File: config.mk
export PLATFORM = sky130hd
export DESIGN_NAME = ctm_model_loader
export DESIGN_NICKNAME = d
export VERILOG_FILES = /design/src/rtl/ctm_pkg.sv /design/src/rtl/ctm_line_packer.sv /design/src/rtl/ctm_model_loader.sv
export SDC_FILE = /design/constraint.sdc
export NUM_CORES = 2
export LEC_CHECK = 0
export ABC_AREA = 1
export CAP_MARGIN = 10
export CORE_MARGIN = 5
export CORE_UTILIZATION = 54
export DETAILED_ROUTE_END_ITERATION = 16
export PLACE_DENSITY = 0.84
export SLEW_MARGIN = 15
export SYNTH_ARGS = -nofsm -noshare
export SYNTH_HDL_FRONTEND = slang
export SYNTH_SLANG_ARGS = --single-unit
File: constraint.sdc
create_clock -name clk -period 5 [get_ports clk]
set_input_delay 0.75 -clock clk [delete_from_list [all_inputs] [get_ports clk]]
set_output_delay 0.75 -clock clk [all_outputs]
set_load 0.01 [all_outputs]
File: src/rtl/ctm_pkg.sv
// rtl/ctm_pkg.sv - shared types and constants for the CTM model loader
//
// Purpose : loader FSM state encoding and stream/line geometry.
// Ports   : none (package).
// Config  : CTM_LOADER_CHECKSUM_EN selects whether ST_CHK is reachable.

package ctm_pkg;

  localparam int LINE_W         = 256;
  localparam int WORD_W         = 32;
  localparam int WORDS_PER_LINE = LINE_W / WORD_W;

  typedef enum logic [2:0] {
    ST_IDLE   = 3'd0,
    ST_HDR    = 3'd1,
    ST_CLAUSE = 3'd2,
    ST_WEIGHT = 3'd3,
    ST_CHK    = 3'd4,
    ST_DONE   = 3'd5,
    ST_ERR    = 3'd6
  } state_t;

endpackage

File: src/rtl/ctm_line_packer.sv
// rtl/ctm_line_packer.sv - packs eight 32-bit beats into one 256-bit line
//
// Purpose : beat counter plus accumulator shared by the clause and weight
//           phases. Word k of a line lands in bits [32k+31:32k].
// Ports   : clk, reset      clock / synchronous active-high reset
//           i_clear         drop any partial line and restart at word 0
//           i_beat, i_word  accepted stream word
//           o_line          completed line, valid only while o_line_done=1
//           o_line_done     pulses in the cycle the 8th word is accepted

module ctm_line_packer
  import ctm_pkg::*;
(
  input  logic              clk,
  input  logic              reset,
  input  logic              i_clear,
  input  logic              i_beat,
  input  logic [WORD_W-1:0] i_word,
  output logic [LINE_W-1:0] o_line,
  output logic              o_line_done
);

  logic [2:0]        r_cnt;
  logic [LINE_W-1:0] r_acc;
  logic [7:0]        w_bit_idx;

  assign w_bit_idx = {r_cnt, 5'b00000};

  always_ff @(posedge clk) begin
    if (reset || i_clear) begin
      r_cnt <= '0;
      r_acc <= '0;
    end else if (i_beat) begin
      r_acc[w_bit_idx +: WORD_W] <= i_word;
      r_cnt                      <= r_cnt + 3'd1;
    end
  end

  assign o_line_done = i_beat && (r_cnt == 3'd7);

  // The last word bypasses the accumulator so the full line is available
  // in the same cycle as the final beat; the top registers it next edge.
  assign o_line = {i_word, r_acc[LINE_W-WORD_W-1:0]};

endmodule

File: src/rtl/ctm_model_loader.sv
// rtl/ctm_model_loader.sv - streams a CTM model into the clause and weight BRAMs
//
// Purpose : consumes header, clause lines and weight lines from a 32-bit
//           valid/ready stream and issues one-cycle BRAM write strobes.
// Ports   : clk, reset                       clock / sync active-high reset
//           start                            arm loader (IDLE/DONE/ERR only)
//           s_data, s_valid, s_ready         input stream
//           clause_wr_en/addr/data           clause BRAM write port
//           weight_wr_en/addr/data           weight BRAM write port
//           clauses_cfg                      clause count from header
//           model_ready, load_err            status levels
// Config  : CTM_LOADER_CHECKSUM_EN adds a trailing 32-bit wrap-around sum
//           beat after the weights, checked before declaring DONE.

module ctm_model_loader
  import ctm_pkg::*;
#(
  parameter int CLAUSEN      = 10,
  parameter int CLASSN       = 10,
  parameter int WL_PER_CLASS = 5,
  parameter int WADDR_W      = $clog2(CLASSN*WL_PER_CLASS)
) (
  input  logic               clk,
  input  logic               reset,
  input  logic               start,
  input  logic [31:0]        s_data,
  input  logic               s_valid,
  output logic               s_ready,
  output logic               clause_wr_en,
  output logic [31:0]        clause_addr,
  output logic [LINE_W-1:0]  clause_data,
  output logic               weight_wr_en,
  output logic [WADDR_W-1:0] weight_addr,
  output logic [LINE_W-1:0]  weight_data,
  output logic [8:0]         clauses_cfg,
  output logic               model_ready,
  output logic               load_err
);

  localparam logic [WADDR_W-1:0] LAST_WLINE = WADDR_W'(CLASSN*WL_PER_CLASS-1);
  localparam logic [8:0]         MAX_N      = 9'(CLAUSEN);

  state_t              r_state, w_next;
  logic [8:0]          r_cline;
  logic [WADDR_W-1:0]  r_wline;
  logic                r_clause_wr_en, r_weight_wr_en;
  logic [31:0]         r_clause_addr;
  logic [WADDR_W-1:0]  r_weight_addr;
  logic [LINE_W-1:0]   r_clause_data, r_weight_data;
  logic [8:0]          r_clauses_cfg;

  logic                w_beat, w_start_ok, w_hdr_bad, w_pack_beat;
  logic                w_line_done, w_last_cline, w_last_wline;
  logic [LINE_W-1:0]   w_line;
  logic [8:0]          w_hdr_n;

`ifdef CTM_LOADER_CHECKSUM_EN
  logic [31:0]         r_sum;
`endif

  assign s_ready = (r_state == ST_HDR)    || (r_state == ST_CLAUSE) ||
                   (r_state == ST_WEIGHT) || (r_state == ST_CHK);
  assign w_beat      = s_valid && s_ready;
  assign w_start_ok  = start && ((r_state == ST_IDLE) || (r_state == ST_DONE) ||
                                 (r_state == ST_ERR));
  assign w_hdr_n     = s_data[8:0];
  assign w_hdr_bad   = (w_hdr_n == 9'd0) || (w_hdr_n > MAX_N);
  assign w_pack_beat = w_beat && ((r_state == ST_CLAUSE) || (r_state == ST_WEIGHT));
  assign w_last_cline = (r_cline == r_clauses_cfg - 9'd1);
  assign w_last_wline = (r_wline == LAST_WLINE);

  ctm_line_packer u_packer (
    .clk         (clk),
    .reset       (reset),
    .i_clear     (w_start_ok),
    .i_beat      (w_pack_beat),
    .i_word      (s_data),
    .o_line      (w_line),
    .o_line_done (w_line_done)
  );

  always_ff @(posedge clk) begin
    if (reset) r_state <= ST_IDLE;
    else       r_state <= w_next;
  end

  always_comb begin
    w_next = r_state;
    case (r_state)
      ST_IDLE, ST_DONE, ST_ERR: if (start) w_next = ST_HDR;
      ST_HDR:    if (w_beat) w_next = w_hdr_bad ? ST_ERR : ST_CLAUSE;
      ST_CLAUSE: if (w_line_done && w_last_cline) w_next = ST_WEIGHT;
`ifdef CTM_LOADER_CHECKSUM_EN
      ST_WEIGHT: if (w_line_done && w_last_wline) w_next = ST_CHK;
      ST_CHK:    if (w_beat) w_next = (s_data == r_sum) ? ST_DONE : ST_ERR;
`else
      ST_WEIGHT: if (w_line_done && w_last_wline) w_next = ST_DONE;
`endif
      default:   w_next = ST_IDLE;
    endcase
  end

  always_ff @(posedge clk) begin
    if (reset) begin
      r_cline        <= '0;
      r_wline        <= '0;
      r_clause_wr_en <= 1'b0;
      r_weight_wr_en <= 1'b0;
      r_clause_addr  <= '0;
      r_weight_addr  <= '0;
      r_clause_data  <= '0;
      r_weight_data  <= '0;
      r_clauses_cfg  <= '0;
    end else begin
      r_clause_wr_en <= 1'b0;
      r_weight_wr_en <= 1'b0;
      if (w_start_ok) begin
        r_cline <= '0;
        r_wline <= '0;
      end
      if ((r_state == ST_HDR) && w_beat && !w_hdr_bad)
        r_clauses_cfg <= w_hdr_n;
      if ((r_state == ST_CLAUSE) && w_line_done) begin
        r_clause_wr_en <= 1'b1;
        r_clause_addr  <= 32'(r_cline);
        r_clause_data  <= w_line;
        r_cline        <= w_last_cline ? 9'd0 : r_cline + 9'd1;
      end
      if ((r_state == ST_WEIGHT) && w_line_done) begin
        r_weight_wr_en <= 1'b1;
        r_weight_addr  <= r_wline;
        r_weight_data  <= w_line;
        r_wline        <= w_last_wline ? '0 : r_wline + 1'b1;
      end
    end
  end

`ifdef CTM_LOADER_CHECKSUM_EN
  // Sum covers every beat before the checksum itself, header included.
  always_ff @(posedge clk) begin
    if (reset || w_start_ok) r_sum <= '0;
    else if (w_beat && (r_state != ST_CHK)) r_sum <= r_sum + s_data;
  end
`endif

  assign clause_wr_en = r_clause_wr_en;
  assign clause_addr  = r_clause_addr;
  assign clause_data  = r_clause_data;
  assign weight_wr_en = r_weight_wr_en;
  assign weight_addr  = r_weight_addr;
  assign weight_data  = r_weight_data;
  assign clauses_cfg  = r_clauses_cfg;
  assign model_ready  = (r_state == ST_DONE);
  assign load_err     = (r_state == ST_ERR);

endmodule

=== Word-level counts from Yosys, hierarchy flattened ===
Cells that the tools add are included.

* Register bits: 815
* Output and inout port bits: 564
* Word-level logic and storage cells: 73

* Add/subtract/negate cells: 5
* Magnitude comparators: 1
* Equality and inequality tests: 13
* Shift operators: 2
* Mux-type cells: 15
* Reductions and logical operators: 25

{| class="wikitable"
|+ Operators with widths
! operator !! number
|-
| $bwmux W256 || 1
|-
| $shift A32 B10 Y256 const A || 1
|-
| $shiftx A32 B10 Y256 || 1
|-
| $mux W9 || 3
|-
| $mux W6 || 3
|-
| $mux W3 || 5
|-
| $eq A3 B3 Y1 const B || 4
|-
| $pmux W3 S4 || 1
|-
| $logic_and A1 B1 Y1 || 10
|-
| $neg A8 Y10 || 1
|-
| $add A9 B1 Y9 const B || 1
|-
| $eq A9 B9 Y1 || 1
|-
| $gt A9 B4 Y1 const B || 1
|-
| $logic_not A9 Y1 || 1
|-
| $sub A9 B1 Y9 const B || 1
|-
| $logic_or A1 B1 Y1 || 8
|-
| $add A6 B1 Y6 const B || 1
|-
| $eq A3 B2 Y1 const B || 2
|-
| $eq A6 B6 Y1 const B || 1
|-
| $ne A2 B1 Y1 const B || 2
|-
| $ne A2 B2 Y1 const B || 2
|-
| $reduce_and A4 Y1 || 1
|-
| $reduce_bool A2 Y1 || 2
|-
| $add A3 B1 Y3 const B || 1
|-
| 5 further kinds || 6
|}

=== Longest topological paths before layout ===
* Depth after elaboration: 10
* Mapped depth: 15

=== Cells and area by module ===
From an unflattened synthesis, not the netlist that was laid out.

* Cells, all modules: 4095
* Area, all modules: 30113.9 µm²

{| class="wikitable"
|+ By module, submodules not included
! module !! times used !! cells each !! area each (µm²) !! sequential area each (µm²)
|-
| ctm_model_loader || 1 || 2557 || 19819.0 || 11130.7
|-
| ctm_line_packer || 1 || 1538 || 10294.9 || 4544.4
|}

=== Worst setup path after synthesis ===
OpenSTA, ideal clock, no wires.

* Path kind: flip-flop to flip-flop
* Start: register u_packer.r_cnt[0]
* End: register u_packer.r_acc[151]
* Setup time: 70 ps
* Arrival time: 2042 ps
* Required time: 4930 ps
* Path slack: 2888 ps
* Cell stages (with the launch flop): 13
* Buffers on the path: 1
* Clock period less this slack: 2112 ps
* Cell sequence: dfxtp_1 -> inv_2 -> ha_1 -> ha_1 -> inv_2 -> nor2_1 -> inv_1 -> nor2_1 -> nand2_2 -> inv_2 -> buf_2 -> o21ai_0 -> a21oi_1

* Word-level cells in the longest chain between the ends: 3

{| class="wikitable"
|+ RTL lines
! what !! RTL line !! text
|-
| start: declaration || ctm_line_packer.sv:23 || <nowiki>logic [2:0] r_cnt;</nowiki>
|-
| start signal: assignment || ctm_line_packer.sv:35 || <nowiki>r_cnt <= r_cnt + 3'd1;</nowiki>
|-
| $neg A8 Y10 (*) || ctm_line_packer.sv:34 || <nowiki>r_acc[w_bit_idx +: WORD_W] <= i_word;</nowiki>
|-
| $shiftx A32 B10 Y256 or $shift A32 B10 Y256 (tied branches) || ctm_line_packer.sv:34 ||
|-
| $bwmux W256 (*) || ctm_line_packer.sv:34 ||
|-
| end signal: indexed assignment || ctm_line_packer.sv:34 ||
|-
| end: declaration || ctm_line_packer.sv:24 || <nowiki>logic [LINE_W-1:0] r_acc;</nowiki>
|}

Mark *: on every way between the ends. The rest lies on a longest branch, timed or not.
A chain may end at the register's enable or synchronous reset.

=== Worst setup path in the final report ===
* Start: register u_packer.r_cnt[0]
* End: register u_packer.r_acc[131]

Same word-level chain as after synthesis.

==> metrics.txt <==
Seq pwr share 49.4%; GRT Total Usage 33.7%; DP Worst Slack 1.43 ns; Synth cell types 41; Min-Delay Path Class register to register; Final GP Congestion 0.874; Seq/Total Area, Yosys 57.2%; Post-synth ARST share 0%; Leak 14.6 nW; Max IR drop VDD 0.272 mV; Num CTS Buffers 77; Max FO, Critical Path 44; most common library cells after synthesis 814 x nor2_1, 783 x dfxtp_1, 644 x o21ai_0; die width 235 um; H-tree level count 3; worst slew pin tran 1.41 ns; Power, Total 12.9 mW; initial antenna violation count 6; syn_area_per_cell 8.26 um^2; top-count cell post-synth nor2_1; ANT nets after route 0; Power Density 363 mW/mm^2; Core Area 0.0502 mm^2; TritonCTS clock tree yes; fin crit period 3.75 ns; RSZ-0062 raised after global routing no; die area 0.0554 mm^2; area delta synth->final 29.5%; CTS clk-pin slew, worst paths 0.06 ns; Yosys top cell area share 57.2%; Max-slew headroom 5.71%; Final Non-Filler Cells 4478; drt via density 5.65; setup TNS 0 ns; HPWL after DPL 63.4 mm; met3 Use GR 10.4%; Final setup viols 0; YS warnings 0; crit-path cells inv_2 -> ha_1 -> ha_1 -> inv_2 -> nor2_1 -> inv_1 -> nor2_1 -> nand2_2 -> inv_2 -> o21ai_0 -> a21oi_1; largest net degree at the start of global routing 294; layout cells sized above 1 4.50%; Nets 3791; Worst EP arrival 4.30 ns; Tcrit/Tclk final 75.1%; crit-path leading delay family simple AND/OR/NAND/NOR gates; layer with the highest usage met2; Most common cell on crit path inv_2; Gate power share 6.1%; Worst path slowest cell dfxtp_1; CTS Sinks 783; Post-CTS Resized 0; routed wire length 99.7 mm; final setup margin 1.25 ns; Pint 9.74 mW; skew final 0.0233 ns; num ports 600; Post-Syn Area 0.0274 mm^2; Pins Over Slew Limit 0; PortBufs 576; clock latency on the worst-skew pair 0.63 ns; Min-Delay Startpoint r_wline[5]; maximum buffer depth of the clock tree 3; grt met2 use 53.4%; via count of the first global-routing pass 23400; via count 25300; Starting Density 54.6%; status finished, final reports clean; Hold Buf Count CTS 0; power share of the clock group 44.5%; post-DR wirelength/cell 22.3 um; Rows 82; Final Hold Viols 0; Root Buffer clkbuf_16; Worst setup EP type register; Residual DRC 0; WP buf/inv 4; Max Freq 266 MHz; first-pass GRT wire length 145 mm; most used flip-flop cell after synthesis dfxtp_1; post-synth top area cell dfxtp_1; Initial DRC Count 3060; top post-synthesis cells by area dfxtp_1 57%, o21ai_0 12%, nor2_1 11%, a21oi_1 6.3%, nand2_1 2.1%; Post-synth EDFFs 0; Overflow after GRT 0; die span in y 235 um; NetSw 3.14 mW; CP startpoint u_packer.r_cnt[0]; WP data required 5.55 ns; reg2reg start u_packer.r_cnt[0]; First-pass DRT Iterations 6; global routing met1 resource utilization 41.9%; critical path class register to register; setup bufs post-CTS 0; #FFs+latches synth 783; Post-Place Cells 4340; CP startpoint kind register; max-cap violation count 0; crit-path max cell delay 0.75 ns; switching share of total power 24.4%; synthesized instance count 3320
## power groups by stage
stage	Combinational, mW	Sequential (mW)	Clock, mW
after floorplan	0.510	6.46	0
after detailed placement	0.769	6.50	0
final	0.788	6.36	5.73
after global routing	0.844	6.36	6.02
after global placement	0.759	6.50	0
after CTS	0.773	6.36	5.75
## placed cells by master, fill, tap and decap left out, types with 9 or more instances in the layout
master / n
o21ai_0: 644
buf_4: 11
clkinv_2: 17
nand2_1: 155
a211oi_1: 74
nand3_1: 29
a21oi_1: 347
nor2_1: 814
clkdlybuf4s50_1: 576
dfxtp_1: 783
clkbuf_8: 17
clkbuf_16: 79
clkbuf_1: 13
inv_6: 9
conb_1: 23
inv_1: 125
xor2_1: 11
## layout make-up
cell class / count / area, um^2
Sequential cell: 783 / 15700
Clock inverter: 27 / 216
Inverter: 138 / 542
Timing Repair Buffer: 593 / 5970
Multi-Input combinational cell: 2154 / 9980
Antenna cell: 2 / 5.00
Fill cell: 3764 / 14700
Tap cell: 672 / 841
Clock buffer: 109 / 2260
## per-stage QoR
stage | util, % | area [um^2] | hold WS, ns
global route | 70.7 | 35500 | 0.505
detailed placement | 65.8 | 33000 | 0.462
floorplan | - | 27500 | 0.439
CTS | 70.7 | 35500 | 0.472
global placement | 65.8 | 33000 | 0.450
finish | 70.7 | 35500 | 0.470
## registers in the layout, indices dropped and copies added (netlist names)
signal	cells
clause_data	256
weight_data	256
u_packer.r_acc	224
clause_addr	9
clauses_cfg	9
r_cline	9
r_wline	6
weight_addr	6
r_state	3
u_packer.r_cnt	3
clause_wr_en	1
weight_wr_en	1
## worst paths after layout
| kind | endpoint | slack (ns) | cells past startpoint |
|---|---|---|---|
| setup / recovery | u_packer.r_acc[131] | 1.25 | 11 |
| setup reg to reg | u_packer.r_acc[131] | 1.25 | 11 |
| hold reg to reg | r_wline[5] | 0.47 | 2 |
| hold / removal | r_wline[5] | 0.47 | 2 |
## tightest hold or removal path: cells and delay by family, from the launching register on
family | cells | cell delay [ns]
DFF | 1 | 0.31
AOI/OAI and AO/OA | 1 | 0.05
and+or+nand+nor | 1 | 0.06
## per-layer routing
| metal | wire length (um) | up-vias |
|---|---|---|
| li1 | - | 11800 |
| met3 | 10500 | 282 |
| met5 | 57 | - |
| met1 | 37900 | 12000 |
| met2 | 45500 | 1240 |
| met4 | 5680 | 8 |
## cell families after synthesis
family,Yosys count,share of synthesized area (%)
other cells,1,0.0137
buf+inv,405,6.76
simple gates,1027,14.7
xor+xnor,13,0.415
compound gates,1083,20.6
flops,783,57.2
fa+ha+maj,8,0.365
(Power assumes the default switching activity.)
